**src/rtl/seg7_pkg.sv**
```systemverilog
// Shared constants, state encoding and report payload for the signed 7-segment decoder.
package seg7_pkg;

  // Active-low digit codes, DP (bit 7) high
  localparam logic [7:0] DIG_0 = 8'hC0;
  localparam logic [7:0] DIG_1 = 8'hF9;
  localparam logic [7:0] DIG_2 = 8'hA4;
  localparam logic [7:0] DIG_3 = 8'hB0;
  localparam logic [7:0] DIG_4 = 8'h99;
  localparam logic [7:0] DIG_5 = 8'h92;
  localparam logic [7:0] DIG_6 = 8'h82;
  localparam logic [7:0] DIG_7 = 8'hF8;
  localparam logic [7:0] DIG_8 = 8'h80;

  // Sign-digit codes and the overflow marker digit
  localparam logic [7:0] SIGN_NEG   = 8'hBF;
  localparam logic [7:0] SIGN_BLANK = 8'hFF;
  localparam logic [7:0] SIGN_OVF   = 8'hC0;
  localparam logic [7:0] DIGIT_OVF  = 8'h8E;

  // Blank/blank pair, used as the reset sample and "already reported" value
  localparam logic [15:0] PAIR_BLANK = 16'hFFFF;

  typedef enum logic {
    SETTLE = 1'b0,
    REPORT = 1'b1
  } seg7_state_t;

  // Decoded report as presented on the output handshake
  typedef struct packed {
    logic [3:0] value;
    logic       ovf;
    logic       invalid;
  } seg7_report_t;

endpackage

```
**src/rtl/seg7_digit_decode.sv**
```systemverilog
// Combinational lookup of one active-low digit pattern to its magnitude 0..8.
module seg7_digit_decode
  import seg7_pkg::*;
(
  input  logic [7:0] pattern,
  output logic       hit_c,
  output logic [3:0] mag_c
);

  // Exact-match table; anything else (including DP low) is a miss
  always_comb begin
    hit_c = 1'b1;
    mag_c = 4'd0;
    case (pattern)
      DIG_0:   mag_c = 4'd0;
      DIG_1:   mag_c = 4'd1;
      DIG_2:   mag_c = 4'd2;
      DIG_3:   mag_c = 4'd3;
      DIG_4:   mag_c = 4'd4;
      DIG_5:   mag_c = 4'd5;
      DIG_6:   mag_c = 4'd6;
      DIG_7:   mag_c = 4'd7;
      DIG_8:   mag_c = 4'd8;
      default: hit_c = 1'b0;
    endcase
  end

endmodule

```
**src/rtl/seg7_signed_decoder.sv**
```systemverilog
// Recovers a signed 4-bit value / overflow flag from a sign+digit segment pair once the
// pattern has been stable long enough, and reports each new pattern once via valid/ready.
module seg7_signed_decoder
  import seg7_pkg::*;
#(
  parameter int unsigned STABLE_CYCLES = 4,
  parameter int unsigned ERR_W         = 8
) (
  input  logic             clk,
  input  logic             rst_n,
  input  logic [7:0]       seg_sign,
  input  logic [7:0]       seg_digit,
  input  logic             out_ready,
  output logic             out_valid,
  output logic [3:0]       out_value,
  output logic             out_ovf,
  output logic             out_invalid,
  output logic [ERR_W-1:0] err_count
);

  localparam int unsigned     CNT_W   = $clog2(STABLE_CYCLES + 1);
  localparam logic [CNT_W-1:0] CNT_MAX = CNT_W'(STABLE_CYCLES);
  localparam logic [ERR_W-1:0] ERR_MAX = {ERR_W{1'b1}};

  logic [15:0]      pair_c;
  logic [15:0]      sample_q;
  logic [CNT_W-1:0] cnt_q;

  logic             dig_hit_c;
  logic [3:0]       dig_mag_c;
  seg7_report_t     dec_c;

  seg7_state_t      state_q, state_d;
  seg7_report_t     rpt_q, rpt_d;
  logic             valid_q, valid_d;
  logic [15:0]      last_q, last_d;
  logic [ERR_W-1:0] err_q, err_d;

  assign pair_c = {seg_sign, seg_digit};

  // Sample the segment pair every cycle and count how long it has been unchanged
  always_ff @(posedge clk) begin
    if (!rst_n) begin
      sample_q <= PAIR_BLANK;
      cnt_q    <= '0;
    end else begin
      sample_q <= pair_c;
      if (pair_c == sample_q) begin
        if (cnt_q != CNT_MAX) begin
          cnt_q <= cnt_q + CNT_W'(1);
        end
      end else begin
        cnt_q <= '0;
      end
    end
  end

  seg7_digit_decode u_digit (
    .pattern (sample_q[7:0]),
    .hit_c   (dig_hit_c),
    .mag_c   (dig_mag_c)
  );

  // Map the sampled pair onto the legal encodings; -0 and +8 fall through to invalid
  always_comb begin
    dec_c         = '0;
    dec_c.invalid = 1'b0;
    if (sample_q[15:8] == SIGN_BLANK && dig_hit_c && dig_mag_c <= 4'd7) begin
      dec_c.value = dig_mag_c;
    end else if (sample_q[15:8] == SIGN_NEG && dig_hit_c && dig_mag_c != 4'd0) begin
      dec_c.value = 4'(4'd0 - dig_mag_c);
    end else if (sample_q[15:8] == SIGN_OVF && sample_q[7:0] == DIGIT_OVF) begin
      dec_c.ovf = 1'b1;
    end else begin
      dec_c.invalid = 1'b1;
    end
  end

  // Next-state: latch a new stable pattern in SETTLE, hold it in REPORT until accepted
  always_comb begin
    state_d = state_q;
    rpt_d   = rpt_q;
    valid_d = valid_q;
    last_d  = last_q;
    err_d   = err_q;
    case (state_q)
      SETTLE: begin
        if (cnt_q == CNT_MAX && sample_q != last_q) begin
          rpt_d   = dec_c;
          last_d  = sample_q;
          valid_d = 1'b1;
          state_d = REPORT;
        end
      end
      REPORT: begin
        if (out_ready) begin
          valid_d = 1'b0;
          state_d = SETTLE;
          if (rpt_q.invalid && err_q != ERR_MAX) begin
            err_d = err_q + ERR_W'(1);
          end
        end
      end
      default: begin
        state_d = SETTLE;
      end
    endcase
  end

  // State, report and error registers
  always_ff @(posedge clk) begin
    if (!rst_n) begin
      state_q <= SETTLE;
      rpt_q   <= '0;
      valid_q <= 1'b0;
      last_q  <= PAIR_BLANK;
      err_q   <= '0;
    end else begin
      state_q <= state_d;
      rpt_q   <= rpt_d;
      valid_q <= valid_d;
      last_q  <= last_d;
      err_q   <= err_d;
    end
  end

  assign out_valid   = valid_q;
  assign out_value   = rpt_q.value;
  assign out_ovf     = rpt_q.ovf;
  assign out_invalid = rpt_q.invalid;
  assign err_count   = err_q;

endmodule
```
**config.mk**
```make
export PLATFORM = sky130hd
export DESIGN_NAME = seg7_signed_decoder
export DESIGN_NICKNAME = d
export VERILOG_FILES = /design/src/rtl/seg7_pkg.sv /design/src/rtl/seg7_digit_decode.sv /design/src/rtl/seg7_signed_decoder.sv
export SDC_FILE = /design/constraint.sdc
export NUM_CORES = 1
export LEC_CHECK = 0
export ABC_AREA = 0
export CORE_MARGIN = 2
export CORE_UTILIZATION = 55
export DETAILED_ROUTE_END_ITERATION = 16
export PLACE_DENSITY = 0.91
export SLEW_MARGIN = 40
export SYNTH_ARGS = -nofsm -noshare
export SYNTH_HDL_FRONTEND = slang
export SYNTH_HIERARCHICAL = 1
export SYNTH_SLANG_ARGS = --single-unit
export TNS_END_PERCENT = 20
```
**constraint.sdc**
```tcl
create_clock -name clk -period 7.4 [get_ports clk]
set_input_delay 1.11 -clock clk [delete_from_list [all_inputs] [get_ports clk]]
set_output_delay 1.11 -clock clk [all_outputs]
set_load 0.03 [all_outputs]
```
==> results.md, run 1 <==
* Max-slew violation count at 0
* DR iter-0 viols at 170
* Number of flops mapped to enable cells by yosys at 0
* Main flop type after synthesis: dfxtp_1
* Critical path data required time at 7630 ps
* Root buffer cell: clkbuf_8
* Leakage at ~0.0012 µW
* Global Route Usage Sum at 0.238
* Area Growth Syn to Fin at 17.4%
* Placed wire-length estimate at 4060 µm
* Synth Instances at 292
* Synth unique cells at between 40 and 50
* Clk sinks at 51
* Leading cell type in the layout, fill and taps excluded: dfxtp_1
* Seq pwr share at 0.597
* Crit. End Element: register
* Max-Cap Viols at 0
* Gpl congestion at 0.971
* Combinational power share at 0.079
* Share of layout cells above drive strength 1 at 0.0526
* Die height at 72.3 µm
* Min Hold Slack at roughly 470 ps
* Sequential-to-total area share from yosys stat at 0.398
* Worst setup path class: input pin to register
* RSZ-0062 raised after global routing: false
* # diodes at 0
* Clk slew on worst S/H paths at 90 ps
* Max H-tree Level at 2
* Asr flop ratio synth at 0
* Int Pwr at 366 µW
* Setup Viol. Count Final at 0
* Seq cells post-synth at 51
* I/O pin count at 34
* DRC at 0
* Proportion of netlist area held by the largest area contributor at 0.398
* Hold WC Path Type: register to register
* Run status: finished clean
* Cts hold-fix bufs at 0
* Starting Density at 0.580
* Drt first pass iters at 5
* Clock Path Buffers at 2
* P per Cell Area at 162 nW/µm²
* Post-synth top area cell: dfxtp_1
* Peak fanout along the critical path at 42
* PortBufs at 33
* Rows at 24
* Slew Limit Headroom at 0.582
* Sw frac at 0.247
* Max Freq at 362 MHz
* Vias in the first global route at 2218
* Clock latency on the worst-skew pair at 300 ps
* Clock power share at 0.324
* Global-route wire length before repair at 9860 µm
* Top post-synthesis cells by area: dfxtp_1, xor2_1, o211ai_1
* Post-CTS Resized at 0
* Post-Syn Area at 2560 µm²
* Critical-path cell list: clkdlybuf4s50_1 -> buf_4 -> inv_1 -> nor4_1 -> o311ai_0 -> mux2i_1
* Largest net degree at the start of global routing at 43
* CP max stage delay at 460 ps
* Yosys warnings at 6
* DR WL/cell at 15.3 µm
* Slowest CP cell: clkdlybuf4s50_1
* Non-Filler Instances at around 380
* Post-synthesis average cell area at 8.78 µm²
* Vias per cell at between 5 and 6
* Die area at 5220 µm²
* Worst Setup Start Kind: input pin
* Antenna violations before repair at 0
* Fin crit share at 0.374
* CTS tree: built
* Fill cell count at 347
* Psw at 120 µW
* Placed Cells incl. Taps at about 370
* Die X at ~72 µm
* Final-stage net count at 345
* Cell Area, Placed at 2910 µm²
* Slew @ Worst Pin at 623 ps
* Maximum vdd drop at 0.000134 V
* Post-detailed-route count of antenna-violating nets at 0
* Total number of vias at 2233
* Crit path time final at 2760 ps
* Final instance area at 3010 µm²
* Syn Nets at 315
* Worst Path Arrival at ~3000 ps
* Post-CTS Setup Bufs at 0
* Routed WL at about 5800 µm
* Core Util, Final at 0.681
* Worst Skew at 7.06 ps
* CTS Buf Count at 5
* Core ar. at approximately 4400 µm²
* Grt total ovfl at 0
* Final hold vios at 0
* Setup TNS Final at 0 ps
* Most frequent cells in the layout: dfxtp_1, xor2_1, clkdlybuf4s50_1, inv_1, nand3_1
## worst max-delay path, delay by kind of cell
kind                   cells  cell delay [ps]
buffers and inverters      3             1170
and+or+nand+nor            1              360
AOI/OAI and AO/OA          1              190
muxes                      1              150
## power by group through the flow
stage / Clock [µW] / Combinational, µW / Sequential, µW
detailed placement: 0 / 37.8 / 297
finish: 157 / 38.5 / 291
CTS: 160 / 38.2 / 290
floorplan: 0 / 22.3 / 293
global route: 173 / 42.8 / 292
global placement: 0 / 37.0 / 296
## final cells by class
type                       count  area (µm²)  area share
multi-input combinational    205        1390       0.463
sequential                    51        1020       0.339
timing repair buffer          36         357       0.119
inverter                      23        86.3      0.0287
clock buffer                   5        68.8      0.0229
tap                           52        65.1      0.0216
clock inverter                 3        18.8     0.00624
## cells by family (layout without fill, tap and decap cells)
family / count (synthesis) / count (layout) / synth area share
AOI/OAI and AO/OA: 41 / 41 / 0.108
buffers and inverters: 36 / 67 / 0.0591
adders and majority gates: 4 / 4 / 0.0195
DFF: 51 / 51 / 0.398
and+or+nand+nor: 115 / 115 / 0.259
muxes: 4 / 4 / 0.0156
xor gates and xnor gates: 41 / 41 / 0.140
## per-layer routing
layer | wire length, µm | global-route usage | part of all wire
met4 | 83 | 0.0985 | 0.014
met5 | 0 | 0 | 0
met2 | 2880 | 0.396 | 0.50
met1 | 2430 | 0.300 | 0.42
met3 | 362 | 0.0500 | 0.063
## worst paths after layout
kind	from	endpoint	slack [ps]	cells after the start
setup reg to reg	sample_q[0]$_SDFF_PN1_	state_q$_SDFF_PN0_	4800	6
hold / removal	out_value[2]$_SDFFE_PN0P_	out_value[2]$_SDFFE_PN0P_	470	2
hold reg to reg	out_value[2]$_SDFFE_PN0P_	out_value[2]$_SDFFE_PN0P_	470	2
setup / recovery	rst_n	out_value[3]$_SDFFE_PN0P_	4640	6
## Yosys cell counts (2+ instances only)
| library cell | count |
|---|---|
| ha_1 | 4 |
| a21oi_1 | 7 |
| xor2_1 | 35 |
| nor4_1 | 10 |
| mux2i_1 | 4 |
| inv_1 | 23 |
| and3b_2 | 2 |
| nand2b_1 | 17 |
| nand2_1 | 14 |
| or3_1 | 2 |
| nor3b_1 | 2 |
| and3_1 | 2 |
| dfxtp_1 | 51 |
| buf_6 | 2 |
| xnor2_1 | 6 |
| nand3_1 | 22 |
| nor2_1 | 13 |
| o211ai_1 | 18 |
| nand3b_1 | 3 |
| nand4_1 | 9 |
| o21ai_0 | 3 |
| nor3_1 | 7 |
| and4b_1 | 2 |
| clkbuf_1 | 10 |
| o21ai_1 | 4 |
## registers in the layout, summed over array words and instances, names as in the netlist
name / flops
out_invalid: 1
sample_q: 16
out_ovf: 1
out_value: 4
err_count: 8
last_q: 16
state_q: 1
cnt_q: 3
out_valid: 1
## metrics by stage
| step | setup slack (ps) | power, µW |
|---|---|---|
| 2_1_floorplan | 5080 | 315 |
| 3_3_place_gp | 4410 | 333 |
| 3_5_place_dp | 4360 | 334 |
| 4_1_cts | 4380 | 488 |
| 5_1_grt | 4490 | 507 |
| 6_report | 4640 | 487 |
Power figures use the tool's default switching activity.
==> run 2, diff against run 1 <==
==> constraint.sdc (replaced) <==
create_clock -name clk -period 2.7 [get_ports clk]
set_input_delay 0.405 -clock clk [delete_from_list [all_inputs] [get_ports clk]]
set_output_delay 0.405 -clock clk [all_outputs]
set_load 0.03 [all_outputs]
==> results.md, run 2 (synthesized netlist as in run 1, its figures left out) <==
* Largest net degree at the start of global routing at 42
* Slew @ Worst Pin at about 670 ps
* Worst Skew at between 5 and 6 ps
* Worst path top cell family by delay: simple AND/OR/NAND/NOR gates
* Leakage at about 0.0012 µW
* Gpl congestion at between 0.8 and 0.9
* Crit path time final at 2430 ps
* Clock Path Buffers at 2
* Setup Viol. Count Final at 0
* Max-slew violation count at 0
* Cell Area, Placed at 2950 µm²
* Vias per cell at 5.96
* Peak fanout along the critical path at 10
* Die X at 72.3 µm
* I/O pin count at 34
* Total number of vias at 2266
* Final instance area at 3050 µm²
* Leading cell type in the layout, fill and taps excluded: dfxtp_1
* Crit-path most repeated cell: a21oi_1
* Psw at 329 µW
* Critical path data required time at 2930 ps
* Global Route Usage Sum at 0.244
* Min Hold Slack at around 460 ps
* Starting Density at 0.580
* Seq pwr share at 0.577
* DR iter-0 viols at between 150 and 200
* Worst Setup Start Kind: register
* Root buffer cell: clkbuf_8
* P per Cell Area at 448 nW/µm²
* Die area at 5220 µm²
* Final hold vios at 0
* Routed WL at 5870 µm
* Die height at 72.3 µm
* Post-detailed-route count of antenna-violating nets at 0
* Clock latency on the worst-skew pair at 300 ps
* Fill cell count at 339
* Share of layout cells above drive strength 1 at 0.0640
* Placed wire-length estimate at 4230 µm
* Antenna violations before repair at 0
* RSZ-0062 raised after global routing: false
* Run status: finished clean
* Critical-path cell list: and3b_2 -> a21oi_1 -> or4b_1 -> a21oi_1 -> nand2b_1 -> o21ai_0 -> o22ai_1 -> nand4_1 -> o21ai_1
* Most frequent cells in the layout: dfxtp_1, xor2_1, clkdlybuf4s50_1, inv_1, nand3_1
* Max Freq at 411 MHz
* DRC at 0
* Post-CTS Resized at 0
* Grt total ovfl at 0
* Max-Cap Viols at 0
* Clk slew on worst S/H paths at 90 ps
* CTS Buf Count at 5
* Max H-tree Level at 2
* Worst Path Arrival at 2660 ps
* Fin crit share at 0.900
* Core ar. at ~4400 µm²
* Post-CTS Setup Bufs at 0
* Area Growth Syn to Fin at 19.0%
* Slowest CP cell: dfxtp_1
* Rows at 24
* DR WL/cell at roughly 15 µm
* Clock power share at 0.336
* CTS tree: built
* CP max stage delay at about 550 ps
* Int Pwr at 1040 µW
* Buf/Inv on CP at 0
* Drt first pass iters at 5
* Maximum vdd drop at 0.000313 V
* Hold WC Path Type: register to register
* Sw frac at 0.241
* Vias in the first global route at 2198
* # diodes at 0
* Cts hold-fix bufs at 0
* PortBufs at 33
* Crit. End Element: register
* Clk sinks at 51
* Combinational power share at 0.087
* Setup TNS Final at 0 ps
* Worst setup path class: register to register
* Power, Total at around 1400 µW
* Final-stage net count at 350
* Global-route wire length before repair at roughly 10000 µm
* Slew Limit Headroom at 0.551
[run 2: final timing paths]
check | from | to | slack, ps | cells past startpoint
setup reg to reg | sample_q[6]$_SDFF_PN1_ | out_value[1]$_SDFFE_PN0P_ | 270 | 9
hold / removal | out_ovf$_SDFFE_PN0P_ | out_ovf$_SDFFE_PN0P_ | 460 | 2
hold reg to reg | out_ovf$_SDFFE_PN0P_ | out_ovf$_SDFFE_PN0P_ | 460 | 2
setup / recovery | sample_q[6]$_SDFF_PN1_ | out_value[1]$_SDFFE_PN0P_ | 270 | 9
[run 2: layout make-up]
cell class | instances | area, µm² | share of cell area
Inverter | 23 | 86.3 | 0.0283
Tap cell | 52 | 65.1 | 0.0213
Clock inverter | 1 | 8.76 | 0.00287
Multi-Input combinational cell | 205 | 1390 | 0.456
Timing Repair Buffer | 41 | 390 | 0.128
Clock buffer | 7 | 86.3 | 0.0283
Sequential cell | 51 | 1020 | 0.335
[run 2: tightest hold or removal path: stages, from the launching register on]
cell	delay, ps
dfxtp_1	320
nand2_1	50
mux2i_1	50
[run 2: power groups by stage]
stage / clock network (µW) / logic (µW) / registers [µW]
final: 459 / 119 / 787
after floorplan: 0 / 61.1 / 802
after global routing: 489 / 131 / 790
after CTS: 461 / 119 / 787
after detailed placement: 0 / 119 / 804
after global placement: 0 / 116 / 803
[run 2: per-layer routing]
metal  share of wire  vias up  GRT usage
met2            0.50       80      0.414
met5               0        -          0
met3           0.057       12     0.0403
met4           0.022        0      0.105
met1            0.42     1079      0.307
li1                -     1095          -
[run 2: stage by stage]
stage | util | instances | worst slack [ps]
after global routing | 0.691 | 380 | 126
after CTS | 0.691 | 380 | 315
after floorplan | - | 292 | 383
final | 0.691 | 380 | 269
after detailed placement | 0.669 | 372 | 334
after global placement | 0.669 | 372 | 401
